## src/rtl/arb_pkg.sv

```systemverilog
`default_nettype none
// ============================================================================
// Package  : arb_pkg
// Arbitration mode encodings and the grant-index width helper.
// Revision : 1.0
// ============================================================================
package arb_pkg;

  localparam int ARB_MODE_FIXED = 0;
  localparam int ARB_MODE_RR    = 1;

  // $clog2(1) is 0, so a single channel still needs a 1-bit index.
  function automatic int sel_width(input int n);
    return (n > 1) ? $clog2(n) : 1;
  endfunction

endpackage
`default_nettype wire

```

## src/rtl/module_rr_arbiter.sv

```systemverilog
`default_nettype none
// ============================================================================
// Module   : module_rr_arbiter
// Fixed-priority or round-robin arbiter producing a one-hot grant and its index.
// Revision : 1.0
// ============================================================================
module module_rr_arbiter
  import arb_pkg::*;
#(
  parameter  int N_IN  = 4,
  parameter  int MODE  = ARB_MODE_RR,
  localparam int SEL_W = sel_width(N_IN)
) (
  input  logic             clk,
  input  logic             rst,
  input  logic [N_IN-1:0]  req,
  input  logic             advance,
  output logic [N_IN-1:0]  grant,
  output logic [SEL_W-1:0] grant_idx
);

  logic [SEL_W-1:0] ptr_q;
  logic [SEL_W-1:0] ptr_d;
  logic             w_found;

  // Scan from the start point upward, wrapping at N_IN-1.
  always_comb begin
    int start;
    int j;
    grant     = '0;
    grant_idx = '0;
    w_found   = 1'b0;
    j         = 0;
    start     = (MODE == ARB_MODE_RR) ? int'(ptr_q) : 0;
    for (int off = 0; off < N_IN; off++) begin
      j = start + off;
      if (j >= N_IN) j = j - N_IN;
      if (!w_found && req[SEL_W'(j)]) begin
        w_found            = 1'b1;
        grant[SEL_W'(j)]   = 1'b1;
        grant_idx          = SEL_W'(j);
      end
    end
  end

  always_comb begin
    ptr_d = ptr_q;
    if (MODE != ARB_MODE_RR) begin
      ptr_d = '0;
    end else if (advance) begin
      ptr_d = (grant_idx == SEL_W'(N_IN - 1)) ? '0 : grant_idx + SEL_W'(1);
    end
  end

  always_ff @(posedge clk or posedge rst) begin
    if (rst) ptr_q <= '0;
    else     ptr_q <= ptr_d;
  end

endmodule
`default_nettype wire

```

## src/rtl/module_mux_arb_n_a_1.sv

```systemverilog
`default_nettype none
// ============================================================================
// Module   : module_mux_arb_n_a_1
// N-channel arbitrated selector with a one-entry valid/ready output register.
// Revision : 1.0
// ============================================================================
module module_mux_arb_n_a_1
  import arb_pkg::*;
#(
  parameter  int WIDTH = 32,
  parameter  int N_IN  = 4,
  parameter  int MODE  = ARB_MODE_RR,
  localparam int SEL_W = sel_width(N_IN)
) (
  input  logic                  clk,
  input  logic                  rst,
  input  logic                  flush,
  input  logic [N_IN*WIDTH-1:0] in_data,
  input  logic [N_IN-1:0]       in_valid,
  output logic [N_IN-1:0]       in_ready,
  output logic [WIDTH-1:0]      out_data,
  output logic                  out_valid,
  input  logic                  out_ready,
  output logic [SEL_W-1:0]      out_sel
);

  logic [N_IN-1:0]  w_grant;
  logic [SEL_W-1:0] w_grant_idx;
  logic             w_can_load;
  logic             w_transfer;
  logic [WIDTH-1:0] w_ch [N_IN];

  logic             out_valid_q, out_valid_d;
  logic [WIDTH-1:0] out_data_q,  out_data_d;
  logic [SEL_W-1:0] out_sel_q,   out_sel_d;

  generate
    for (genvar i = 0; i < N_IN; i++) begin : g_unpack
      assign w_ch[i] = in_data[i*WIDTH +: WIDTH];
    end
  endgenerate

  assign w_can_load = !flush && (!out_valid_q || out_ready);
  // Gate with rst so no channel sees an accept while the block is held in reset.
  assign in_ready   = rst ? '0 : (w_grant & {N_IN{w_can_load}});
  assign w_transfer = |in_ready;

  module_rr_arbiter #(
    .N_IN (N_IN),
    .MODE (MODE)
  ) u_arb (
    .clk       (clk),
    .rst       (rst),
    .req       (in_valid),
    .advance   (w_transfer),
    .grant     (w_grant),
    .grant_idx (w_grant_idx)
  );

  always_comb begin
    out_valid_d = out_valid_q;
    out_data_d  = out_data_q;
    out_sel_d   = out_sel_q;
    if (flush) begin
      out_valid_d = 1'b0;
    end else if (w_transfer) begin
      out_valid_d = 1'b1;
      out_data_d  = w_ch[w_grant_idx];
      out_sel_d   = w_grant_idx;
    end else if (out_ready) begin
      out_valid_d = 1'b0;
    end
  end

  always_ff @(posedge clk or posedge rst) begin
    if (rst) begin
      out_valid_q <= 1'b0;
      out_data_q  <= '0;
      out_sel_q   <= '0;
    end else begin
      out_valid_q <= out_valid_d;
      out_data_q  <= out_data_d;
      out_sel_q   <= out_sel_d;
    end
  end

  assign out_valid = out_valid_q;
  assign out_data  = out_data_q;
  assign out_sel   = out_sel_q;

endmodule
`default_nettype wire

```

## config.mk

```make
export PLATFORM = sky130hd
export DESIGN_NAME = module_mux_arb_n_a_1
export DESIGN_NICKNAME = d
export VERILOG_FILES = /design/src/rtl/arb_pkg.sv /design/src/rtl/module_rr_arbiter.sv /design/src/rtl/module_mux_arb_n_a_1.sv
export SDC_FILE = /design/constraint.sdc
export NUM_CORES = 1
export LEC_CHECK = 0
export ABC_AREA = 1
export BUFFER_PORTS_ARGS = -buffer_cell sky130_fd_sc_hd__buf_4
export CORE_MARGIN = 5
export CORE_UTILIZATION = 43
export DETAILED_ROUTE_END_ITERATION = 6
export GPL_ROUTABILITY_DRIVEN = 0
export PLACE_DENSITY = 0.8
export SLEW_MARGIN = 20
export SYNTH_ARGS = -nofsm -noshare
export SYNTH_HDL_FRONTEND = slang
export SYNTH_SLANG_ARGS = --single-unit
```

## constraint.sdc

```tcl
create_clock -name clk -period 2.5 [get_ports clk]
set_input_delay 0.375 -clock clk [delete_from_list [all_inputs] [get_ports clk]]
set_output_delay 0.375 -clock clk [all_outputs]
set_load 0.01 [all_outputs]
```

[Word-level counts from Yosys, hierarchy flattened]
Index checks and enable logic that the tools add are counted.
Word-level totals
  output and inout port bits: 39
  bits in read-only memories: 0
  bits in writable memories: 0
  memories kept: 0
  register bits: 37
  bits in latches: 0
  word-level logic and storage cells: 92
Cells by class
  reductions and logical operators: 17
  muxes and demuxes: 43
  equal/unequal tests: 1
  divide/modulo/power cells: 0
  shift-type cells: 0
  $mul: 0
  order comparisons: 13
  add/subtract/negate cells: 8
  bitwise operators: 6
Operators with widths (count)
  $bmux W32 S2: 1
  $mux W32: 2
  $mux W4: 5
  $mux W1: 18
  $mux W2: 9
  $lt A2 B4 Y1 const B: 4
  $ge A3 B3 Y1 const B: 4
  $or A4 B4 Y4: 3
  $bmux W1 S2: 4
  $demux W1 S2: 4
  $ge A2 B1 Y1 const B: 4
  $logic_and A1 B1 Y1: 8
  $sub A2 B1 Y2 const B: 4
  $add A2 B2 Y3 const B: 2
  $logic_not A1 Y1: 5
  $and A4 B4 Y4: 1
  $reduce_or A4 Y1: 1
  $add A2 B1 Y3 const B: 1
  $ge A2 B3 Y1 const B: 1
  $not A2 Y3: 1
  $reduce_bool A3 Y1: 1
  $add A2 B1 Y2 const B: 1
  $eq A2 B2 Y1 const B: 1
  $reduce_and A2 Y1: 1
  other kinds (2): 2

[Depth between registers and ports, before layout]
Gate-level depths: netlist of the first run.
  word-level depth: 20
  mapped depth: 17
  mapped depth without buffers: 16

[Cells and area by module]
Synthesis of the first run repeated with hierarchy kept, for this count alone.
Second synthesis, totals
  cells, all modules: 509
  area total of the unflattened synthesis: 3313.2 um^2
By module, submodules not included
  module_mux_arb_n_a_1: cells an instance 414, area each 2683.8 um^2, seq. area each 875.8 um^2, instances 1
  module_rr_arbiter: cells an instance 95, area each 629.4 um^2, seq. area each 50.0 um^2, instances 1

[Worst setup path after synthesis of the first run]
OpenSTA, ideal clock, no wires.
  path kind: reg-to-reg
  start: reg u_arb.ptr_q[1]
  end: reg u_arb.ptr_q[1]
  clock period less this slack: 2.454 ns
  cell stages (with the launch flop): 15
  required time: 2.383 ns
  setup time: 0.117 ns
  arrival time: 2.337 ns
  buffers on the path: 2
  path slack: 0.046 ns
  cell sequence: dfrtp_1 > inv_2 > ha_1 > inv_2 > nand3_1 > nand2_2 > nor2_8 > nand2_4 > nand3_2 > nand2_2 > buf_6 > buf_6 > ha_1 > nand2_1 > nand2_1
On the way
  elaborated cells between the ends (all ways): 73
  classes of those cells: 8 x add/sub; 12 x order compare; 1 x eq/ne; 37 x mux; 4 x bitwise; 11 x reduce/logical
RTL lines
  start: declaration: RTL line module_rr_arbiter.sv:22  | logic [SEL_W-1:0] ptr_q;
  start signal: assignment: RTL line module_rr_arbiter.sv:57  | else ptr_q <= ptr_d;
  parallel branches: the longest is 14 deep, another holds $add A2 B1 Y3
  $mux W2 (*): RTL line module_rr_arbiter.sv:38  | if (!w_found && req[SEL_W'(j)]) begin
  net u_arb.grant_idx[0]: RTL line module_rr_arbiter.sv:19  | output logic [SEL_W-1:0] grant_idx
  $add A2 B1 Y2 or $eq A2 B2 Y1 (tied branches): RTL line module_rr_arbiter.sv:51  | ptr_d = (grant_idx == SEL_W'(N_IN - 1)) ? '0 : grant_idx + SEL_W'(1);
  $mux W2 (*): RTL line module_rr_arbiter.sv:51
Mark *: on every way through the listed nets, which the timed path passes. The select of a mux whose other input is x is not followed.
A chain may end at the register's enable or synchronous reset.

[Worst setup path in the final report of the first run]
  start: reg u_arb.ptr_q[0]
  end: out in_ready[3]
On the way
  word-level cells in the longest chain between the ends: 17
  elaborated cells between the ends (all ways): 65
  classes of those cells: 7 x add/sub; 12 x order compare; 32 x mux; 4 x bitwise; 10 x reduce/logical
RTL lines
  parallel branches: the longest is 14 deep, another holds $lt A2 B4 Y1
  $mux W4 (*): RTL line module_rr_arbiter.sv:38
  $and A4 B4 Y4 (*): RTL line module_mux_arb_n_a_1.sv:45  | assign in_ready = rst ? '0 : (w_grant & {N_IN{w_can_load}});
  $mux W4 (*): RTL line module_mux_arb_n_a_1.sv:45
  end: declaration: RTL line module_mux_arb_n_a_1.sv:20  | output logic [N_IN-1:0] in_ready,
Every way passes the cells marked *. The select of a mux whose other input is x is not followed.

==> reports/qor.log, run 1 <==
[status] status finished, final reports clean
[setup_path] critical path class flip-flop to primary output
[yosys] fraction of synthesized cell area taken by the top area cell type 24.73%
[timing] Fin Clk Skew 0.006533 ns
[setup_path] slowest stage delay, CP 0.39 ns
[timing] accumulated negative setup slack 0 ns
[timing] unrepaired setup endpoints after global routing yes
[timing] Final setup violation count 0
[timing] Slew Viols, Final 0
[timing] achievable frequency 411.9 MHz
[detailed_routing] Avg Vias per Cell 4.949
[setup_path] crit path max fanout 7
[yosys] share of flip-flops with an asynchronous set or reset 100.0%
[die] die outline height 103.3 um
[yosys] Mapped Area 3744 sq um
[timing] actual transition at the worst max-transition pin 0.6037 ns
[min_path] Hold/Removal Path Class input pin to asynchronous set/reset pin
[setup_path] Critical Path AT 2.05 ns
[yosys] number of enable-type register cells in the synthesized netlist 0
[layout] synthesis-to-layout area growth 40.71%
[die] I/O pin cnt 175
[detailed_routing] number of violations reported at the end of detailed-routing iteration 0 235
[grt] antenna violations before repair 0
[clock_tree] sinks on the clock net 37
[clock_tree] worst skew pair latency 0.28 ns
[placement] Post-Place Setup Slack -0.001329 ns
[grt] grt total ovfl 0
[setup_path] Critical Path End in_ready[3]
[detailed_routing] via count 4454
[setup_path] category of cells accounting for the largest share of critical-path delay simple AND/OR/NAND/NOR gates
[setup_path] Worst setup EP type primary output
[timing] final setup margin 0.07197 ns
[placement] estimated wirelength of the detail-placed design 9160 um
[detailed_routing] remaining number of nets flagged by the antenna check after routing 0
[timing] worst slew slack as a fraction of its limit 59.44%
[grt] largest net degree at the start of global routing 51
[clock_tree] maximum root-to-sink buffer count 2
[placement] count of port buffers added during placement 174
[yosys] most common flop cell mapped by yosys sky130_fd_sc_hd__dfrtp_1
[clock_tree] master cell of the clock root buffer sky130_fd_sc_hd__clkbuf_8
[yosys] Gate Count Post-Synth 625
[die] Die Span X 103.3 um
[detailed_routing] first-pass iteration count of the detailed router 7
[power] PwrDens 1504 nW/um^2
[yosys] Synthesized Nets 770
[clock_tree] clk slew on worst S/H paths 0.07 ns
[die] Die Area 10670 sq um
[yosys] count of yosys warnings during synthesis 0
[setup_path] Critical Path Source u_arb.ptr_q[0]$_DFFE_PP0P_
[die] placeable core region 8593 sq um
[timing] Period minus WS final 2.428 ns
[setup_path] Crit Reg-Reg Startpoint u_arb.ptr_q[0]$_DFFE_PP0P_
[setup_path] critical path, cell by cell inv_2 > ha_4 > inv_4 > nand3_1 > nand2_1 > nand2_2 > inv_2 > nand2_4 > nor2_8 > nand2_2 > nand2_2 > nand2_2 > inv_2 > buf_4
[detailed_routing] number of remaining DRC errors 0
[grt] overall global routing resource usage 21.65%
[setup_path] cell occurring most often along the worst timing path sky130_fd_sc_hd__nand2_2
[layout] Net count, final 938
[setup_path] Worst R2R Setup Slack 0.16 ns
[setup_path] depth of the critical timing path with buffers and inverters included 14
[layout] final core utilization 61.30%
[yosys] post-synthesis register bit count 37
[yosys] part of the Yosys area used for sequential elements 24.73%
[timing] final critical-path share of the clock period 97.12%
[detailed_routing] average wire per standard cell 13.47 um
[clock_tree] TritonCTS buffer count 5
[yosys] synth top area cells sky130_fd_sc_hd__dfrtp_1 (25%), sky130_fd_sc_hd__nand2_1 (24%), sky130_fd_sc_hd__nand3_1 (16%)
[die] initial cell density of the core 43.56%
[yosys] most used standard cell by instance count after synthesis sky130_fd_sc_hd__nand2_1
[yosys] number of distinct library cell variants in the gate-level netlist after synthesis 26
[layout] diodes inserted 0
[yosys] most area-hungry cell type in the Yosys netlist sky130_fd_sc_hd__dfrtp_1
[grt] vias in the first global route 4266
[yosys] most common library cells after synthesis sky130_fd_sc_hd__nand2_1 (238), sky130_fd_sc_hd__nand3_1 (117), sky130_fd_sc_hd__inv_1 (111)
[clock_tree] CTS tree yes
[yosys] synthesized area divided by synthesized cell count 5.990 sq um
[setup_path] Crit path buffers/inverters 5
[setup_path] Worst Reg2Reg Path Length in Cells 15
[die] Core Rows 34
[detailed_routing] total length of routed wires 12120 um
[setup_path] cell type of the slowest stage on the worst timing path sky130_fd_sc_hd__dfrtp_1
[setup_path] kind of start point of the critical path flip-flop
[setup_path] required time at the worst-slack endpoint 2.12 ns
[setup_path] Reg-to-Reg End out_data[20]$_DFFE_PP0P_
[job] max-capacitance violation count 0
[power] largest vdd supply drop 0.0008159 V
[timing] Hold Fails Final Rpt 0
[layout] fraction of layout cells with a size suffix above 1 29.55%
[power] Leak 0.003271 uW
[clock_tree] number of H-tree levels 2
[grt] wire length of the first global-routing pass 18750 um
## flip-flops by register name, indices dropped and copies added, names as in the netlist
signal	cells
out_data	32
out_valid	1
u_arb.ptr_q	2
out_sel	2
## layout by cell type (no fill, tap or decap)
master                       n
sky130_fd_sc_hd__a21boi_0    2
sky130_fd_sc_hd__a21oi_1     2
sky130_fd_sc_hd__a31oi_1     1
sky130_fd_sc_hd__buf_12      4
sky130_fd_sc_hd__buf_4     189
sky130_fd_sc_hd__buf_8       1
sky130_fd_sc_hd__clkbuf_8    5
sky130_fd_sc_hd__clkinv_2    1
sky130_fd_sc_hd__dfrtp_1    37
sky130_fd_sc_hd__ha_1        8
sky130_fd_sc_hd__ha_4        1
sky130_fd_sc_hd__inv_1     109
sky130_fd_sc_hd__inv_2       6
sky130_fd_sc_hd__inv_4       1
sky130_fd_sc_hd__nand2_1   232
sky130_fd_sc_hd__nand2_2    13
sky130_fd_sc_hd__nand2_4     4
sky130_fd_sc_hd__nand3_1   116
sky130_fd_sc_hd__nand3_2     4
sky130_fd_sc_hd__nand3b_1   32
sky130_fd_sc_hd__nand4_1     1
sky130_fd_sc_hd__nor2_1     12
sky130_fd_sc_hd__nor2_4      2
sky130_fd_sc_hd__nor2_8      3
sky130_fd_sc_hd__nor3_1      1
sky130_fd_sc_hd__o21ai_0     3
sky130_fd_sc_hd__o21ai_1     1
sky130_fd_sc_hd__o31ai_1     1
## tightest hold or removal path, cell delays in order
cell and delay, ns:
sky130_fd_sc_hd__buf_4 0.11, sky130_fd_sc_hd__inv_1 0.04, sky130_fd_sc_hd__buf_4 0.39
## power by group
group,internal (uW),leakage [uW],total [uW],switching [uW]
clock,183,0.0000399,374,190
sequential,907,0.000463,1080,175
combinational,2490,0.00277,6460,3980
total,3580,0.00327,7920,4340
## cell type report
type                            count  area, sq um
Fill cell                         792         3326
Multi-Input combinational cell    439         2181
Timing Repair Buffer              194         1514
Sequential cell                    37        925.9
Inverter                          116        437.9
Tap cell                          108        135.1
Clock buffer                        5        68.82
Clock inverter                      1        5.005
## layer usage
layer / global-route usage (%) / part of all wire [%] / vias up
met4: 6.474 / 1.8 / 0
met1: 25.34 / 39 / 2011
li1: - / - / 2234
met5: 0 / 0 / -
met2: 39.86 / 51 / 188
met3: 4.158 / 7.9 / 21
## cells by family after synthesis
group,Yosys count,share of synthesized area (%)
adder cells (fa/ha/maj),9,3.008
buffers and inverters,150,18.32
AND/OR/NAND/NOR,419,52.37
AO/OA/AOI/OAI,10,1.571
flip-flops,37,24.73
## per-stage QoR
step	hold WS, ns	instances	instance area [sq um]	total power, uW
2_1_floorplan	0.4613	625	3744	5645
5_1_grt	0.2599	900	5268	8725
3_3_place_gp	0.4669	889	5107	7149
6_report	0.2075	900	5268	7920
3_5_place_dp	0.4723	889	5107	7306
4_1_cts	0.2274	896	5205	7762
## worst min-delay path by stage
stage	slack [ns]	endpoint	from
final	0.21	out_valid$_DFFE_PP0P_	rst
after global routing	0.26	out_data[15]$_DFFE_PP0P_	rst
after CTS	0.23	out_data[15]$_DFFE_PP0P_	rst
after detailed placement	0.47	out_data[24]$_DFFE_PP0P_	out_data[24]$_DFFE_PP0P_
after global placement	0.47	out_data[14]$_DFFE_PP0P_	out_data[14]$_DFFE_PP0P_
after floorplan	0.46	out_valid$_DFFE_PP0P_	flush
## what timing repair did
| action | 4_1_cts | 5_1_grt |
|---|---|---|
| hold endpoints to repair | 0 | 0 |
| hold buffers | 0 | 0 |
| pin swaps | 0 | 5 |
| cloned | 0 | 1 |
| resized for setup | 4 | 11 |
| buffers inserted | 1 | 3 |
| endpoints found under the setup margin | 11 | 11 |
Power figures use the tool's default switching activity.
==> run 2, diff against run 1 <==
- CORE_UTILIZATION: 43 -> 42
- SYNTH_HIERARCHICAL: not set -> 1
==> run 2 against run 1 <==
  * Routed wire length grew 3.9%
  * Sequential power barely moved
  * Critical path depth is 1 lower
  * Global-route usage rose by 1.2 points
  * Combinational power rose by 20%
  * Core utilization up 6.3 points
  * Cell area is 1.3% lower
  * Sequential share of layout area rose by 0.28 points
  * Critical endpoint unchanged
  * Largest cell class unchanged
  * Highest routed layer unchanged
==> reports/qor.log, run 2 <==
[power] Clk network pwr share 4.8%
[setup_path] critical path class flip-flop to primary output
[placement] Post-Place Setup Slack -0.09243 ns
[detailed_routing] number of remaining DRC errors 0
[yosys] most area-hungry cell type in the Yosys netlist sky130_fd_sc_hd__dfrtp_1
[layout] final instance area 5200 sq um
[clock_tree] master cell of the clock root buffer sky130_fd_sc_hd__clkbuf_8
[yosys] main combinational cell family by area after synthesis simple AND/OR/NAND/NOR gates
[power] Internal Power 4444 uW
[detailed_routing] first-pass iteration count of the detailed router 4
[yosys] post-synthesis adder-cell area fraction 3.021%
[placement] estimated wirelength of the detail-placed design 9088 um
[layout] number of flip-flops under the largest register name 32
[die] die outline height 98.82 um
[yosys] Gate Count Post-Synth 509
[yosys] part of the Yosys area used for sequential elements 27.95%
[grt] overall global routing resource usage 22.89%
[setup_path] category of cells accounting for the largest share of critical-path delay simple AND/OR/NAND/NOR gates
[clock_tree] hold bufs inserted after CTS 0
[yosys] most used standard cell by instance count after synthesis sky130_fd_sc_hd__nand2_1
[timing] Hold Fails Final Rpt 0
[power] switching power 4854 uW
[setup_path] slowest stage delay, CP 0.39 ns
[layout] most common cell after layout, fill and taps aside sky130_fd_sc_hd__buf_4
[yosys] area fraction in compound gates after synthesis 17.64%
[setup_path] Worst setup EP type primary output
[grt] wire length of the first global-routing pass 18200 um
[layout] Net count, final 838
[clock_tree] clk slew on worst S/H paths 0.07 ns
[detailed_routing] average wire per standard cell 15.81 um
[yosys] most common flop cell mapped by yosys sky130_fd_sc_hd__dfrtp_1
[timing] worst slew slack as a fraction of its limit 53.39%
[setup_path] kind of start point of the critical path flip-flop
[clock_tree] CTS tree yes
[yosys] number of distinct library cell variants in the gate-level netlist after synthesis 29
[power] portion of total power attributed to combinational logic 83.4%
[power] largest vdd supply drop 0.001133 V
[grt] grt total ovfl 0
[setup_path] required time at the worst-slack endpoint 2.12 ns
[setup_path] critical path, cell by cell clkinv_4 > ha_4 > nand3_4 > nand2_8 > inv_4 > nor2_4 > nand2_2 > nor2_4 > nand2_1 > nand4_1 > inv_2 > nor3_2 > buf_4
[job] max-capacitance violation count 0
[layout] most frequent cells in the layout sky130_fd_sc_hd__buf_4 (194), sky130_fd_sc_hd__nand2_1 (186), sky130_fd_sc_hd__inv_1 (77), sky130_fd_sc_hd__o211ai_1 (66), sky130_fd_sc_hd__nand3_1 (44)
[grt] antenna violations before repair 0
[detailed_routing] Avg Vias per Cell 5.105
[power] Net Sw Frac 52.21%
[yosys] count of yosys warnings during synthesis 6
[yosys] Synthesized Nets 653
[yosys] most common library cells after synthesis sky130_fd_sc_hd__nand2_1 (192), sky130_fd_sc_hd__inv_1 (82), sky130_fd_sc_hd__o211ai_1 (66)
[setup_path] cell type of the slowest stage on the worst timing path sky130_fd_sc_hd__dfrtp_2
[grt] largest net degree at the start of global routing 61
[detailed_routing] via count 4069
[timing] Period minus WS final 2.445 ns
[timing] achievable frequency 409.0 MHz
[yosys] XOR/XNOR Fraction of Synth Area 0%
[clock_tree] number of H-tree levels 2
[clock_tree] TritonCTS buffer count 5
[yosys] share of flip-flops with an asynchronous set or reset 100.0%
[clock_tree] maximum root-to-sink buffer count 2
[die] Die Span X 98.82 um
[yosys] post-synthesis register bit count 37
[detailed_routing] total length of routed wires 12600 um
[layout] diodes inserted 0
[timing] Final setup violation count 0
[clock_tree] sinks on the clock net 37
[die] Die Area 9764 sq um
[timing] Slew Viols, Final 0
[timing] final critical-path share of the clock period 97.80%
[timing] unrepaired setup endpoints after global routing yes
[power] portion of total power attributed to sequential cells 11.8%
[layout] fraction of layout cells with a size suffix above 1 37.84%
[clock_tree] worst skew pair latency 0.30 ns
[die] placeable core region 7687 sq um
[setup_path] cell occurring most often along the worst timing path sky130_fd_sc_hd__nor2_4
[yosys] fraction of synthesized cell area taken by the top area cell type 27.95%
[min_path] Hold/Removal Path Class input pin to asynchronous set/reset pin
[die] Core Rows 32
[power] PwrDens 1788 nW/um^2
[timing] final setup margin 0.05492 ns
[yosys] Mapped Area 3313 sq um
[layout] synthesis-to-layout area growth 56.95%
[detailed_routing] remaining number of nets flagged by the antenna check after routing 0
[yosys] synth top area cells sky130_fd_sc_hd__dfrtp_1 (28%), sky130_fd_sc_hd__nand2_1 (22%), sky130_fd_sc_hd__o211ai_1 (15%)
[die] initial cell density of the core 43.10%
[setup_path] Crit path buffers/inverters 4
[detailed_routing] number of violations reported at the end of detailed-routing iteration 0 137
[placement] total cell area at the placement stage 4782 sq um
[yosys] multiplexer fraction of the synthesized cell area 0%
[grt] vias in the first global route 3907
[yosys] synthesized area divided by synthesized cell count 6.509 sq um
[yosys] number of enable-type register cells in the synthesized netlist 0
[setup_path] crit path max fanout 7
[timing] actual transition at the worst max-transition pin 0.6983 ns
[setup_path] Critical Path AT 2.07 ns
[power] Leak 0.002934 uW
[die] I/O pin cnt 175
[timing] Fin Clk Skew 0.008652 ns
[status] status finished, final reports clean
[yosys] simple logic cell fraction of the synthesized area 36.29%
[placement] count of port buffers added during placement 174
## run 2: cell count changes in the layout (fill, tap and decap cells not counted), sizes merged, moves of 3 or more
| cell | before | now |
|---|---|---|
| buf | 194 | 204 |
| clkbuf | 5 | 9 |
| inv | 116 | 85 |
| nand2 | 249 | 203 |
| nand3 | 120 | 49 |
| nand3b | 32 | 0 |
| nand4 | 1 | 4 |
| nor2 | 17 | 10 |
| nor3 | 1 | 4 |
| o211ai | 0 | 66 |
## run 2: power groups by stage
stage          registers, uW  clock network, uW  logic [uW]
6_report                1100                447        7750
5_1_grt                 1130                477        8420
4_1_cts                 1100                458        6640
3_5_place_dp            1100                  0        6420
3_3_place_gp            1090                  0        6270
2_1_floorplan           1220                  0        4420
## run 2: cell type report
| class | count | area [sq um] |
|---|---|---|
| inverter | 86 | 337.8 |
| sequential | 37 | 928.4 |
| clock inverter | 2 | 13.76 |
| multi-input combinational | 357 | 1997 |
| fill | 648 | 2487 |
| timing repair buffer | 207 | 1713 |
| clock buffer | 6 | 82.58 |
| tap | 102 | 127.6 |
## run 2: cell families after synthesis
family                   after synthesis
AND/OR/NAND/NOR                      270
buffers and inverters                117
AO/OA/AOI/OAI                         77
adder cells (fa/ha/maj)                8
flip-flops                            37
## run 2: worst paths after layout
| path | cells past startpoint | to | slack (ns) |
|---|---|---|---|
| worst max-delay path | 13 | in_ready[3] | 0.05 |
| worst min-delay path | 2 | u_arb/ptr_q[1]$_DFFE_PP0P_ | 0.02 |
| worst max register to register | 16 | out_data[24]$_DFFE_PP0P_ | 0.07 |
| worst min register to register | 2 | out_sel[1]$_DFFE_PP0P_ | 0.52 |
| max in group asynchronous | 3 | out_data[2]$_DFFE_PP0P_ | 1.69 |
| min in group clk | 2 | out_valid$_DFFE_PP0P_ | 0.31 |
## run 2: metrics by stage
| step | total power, uW | hold WS, ns | utilization, % | setup TNS [ns] | instances |
|---|---|---|---|---|---|
| final | 9298 | 0.01727 | 67.64 | 0 | 797 |
| after global routing | 10030 | 0.01292 | 67.64 | -0.7517 | 797 |
| after CTS | 8193 | 0.002125 | 64.75 | 0 | 784 |
| after detailed placement | 7521 | 0.3137 | 62.21 | -1.865 | 768 |
| after global placement | 7361 | 0.2995 | 62.21 | 0 | 768 |
| after floorplan | 5642 | 0.1162 | - | 0 | 509 |
## run 2: timing repair
action / in CTS / in global routing
buffers inserted: 8 / 8
gates resized for setup: 7 / 19
setup endpoints to repair: 41 / 41
hold endpoints to repair: 0 / 0
cloned: 0 / 5
pin swaps: 7 / 16
## run 2: per-layer routing
layer  wire, um  vias to the layer above  global-route usage, %
met2       6402                      172                  40.91
met1       4822                     1866                  26.24
met5          0                        -                      0
met3       1012                       29                  6.582
met4        361                        0                  7.143
li1           -                     2002                      -
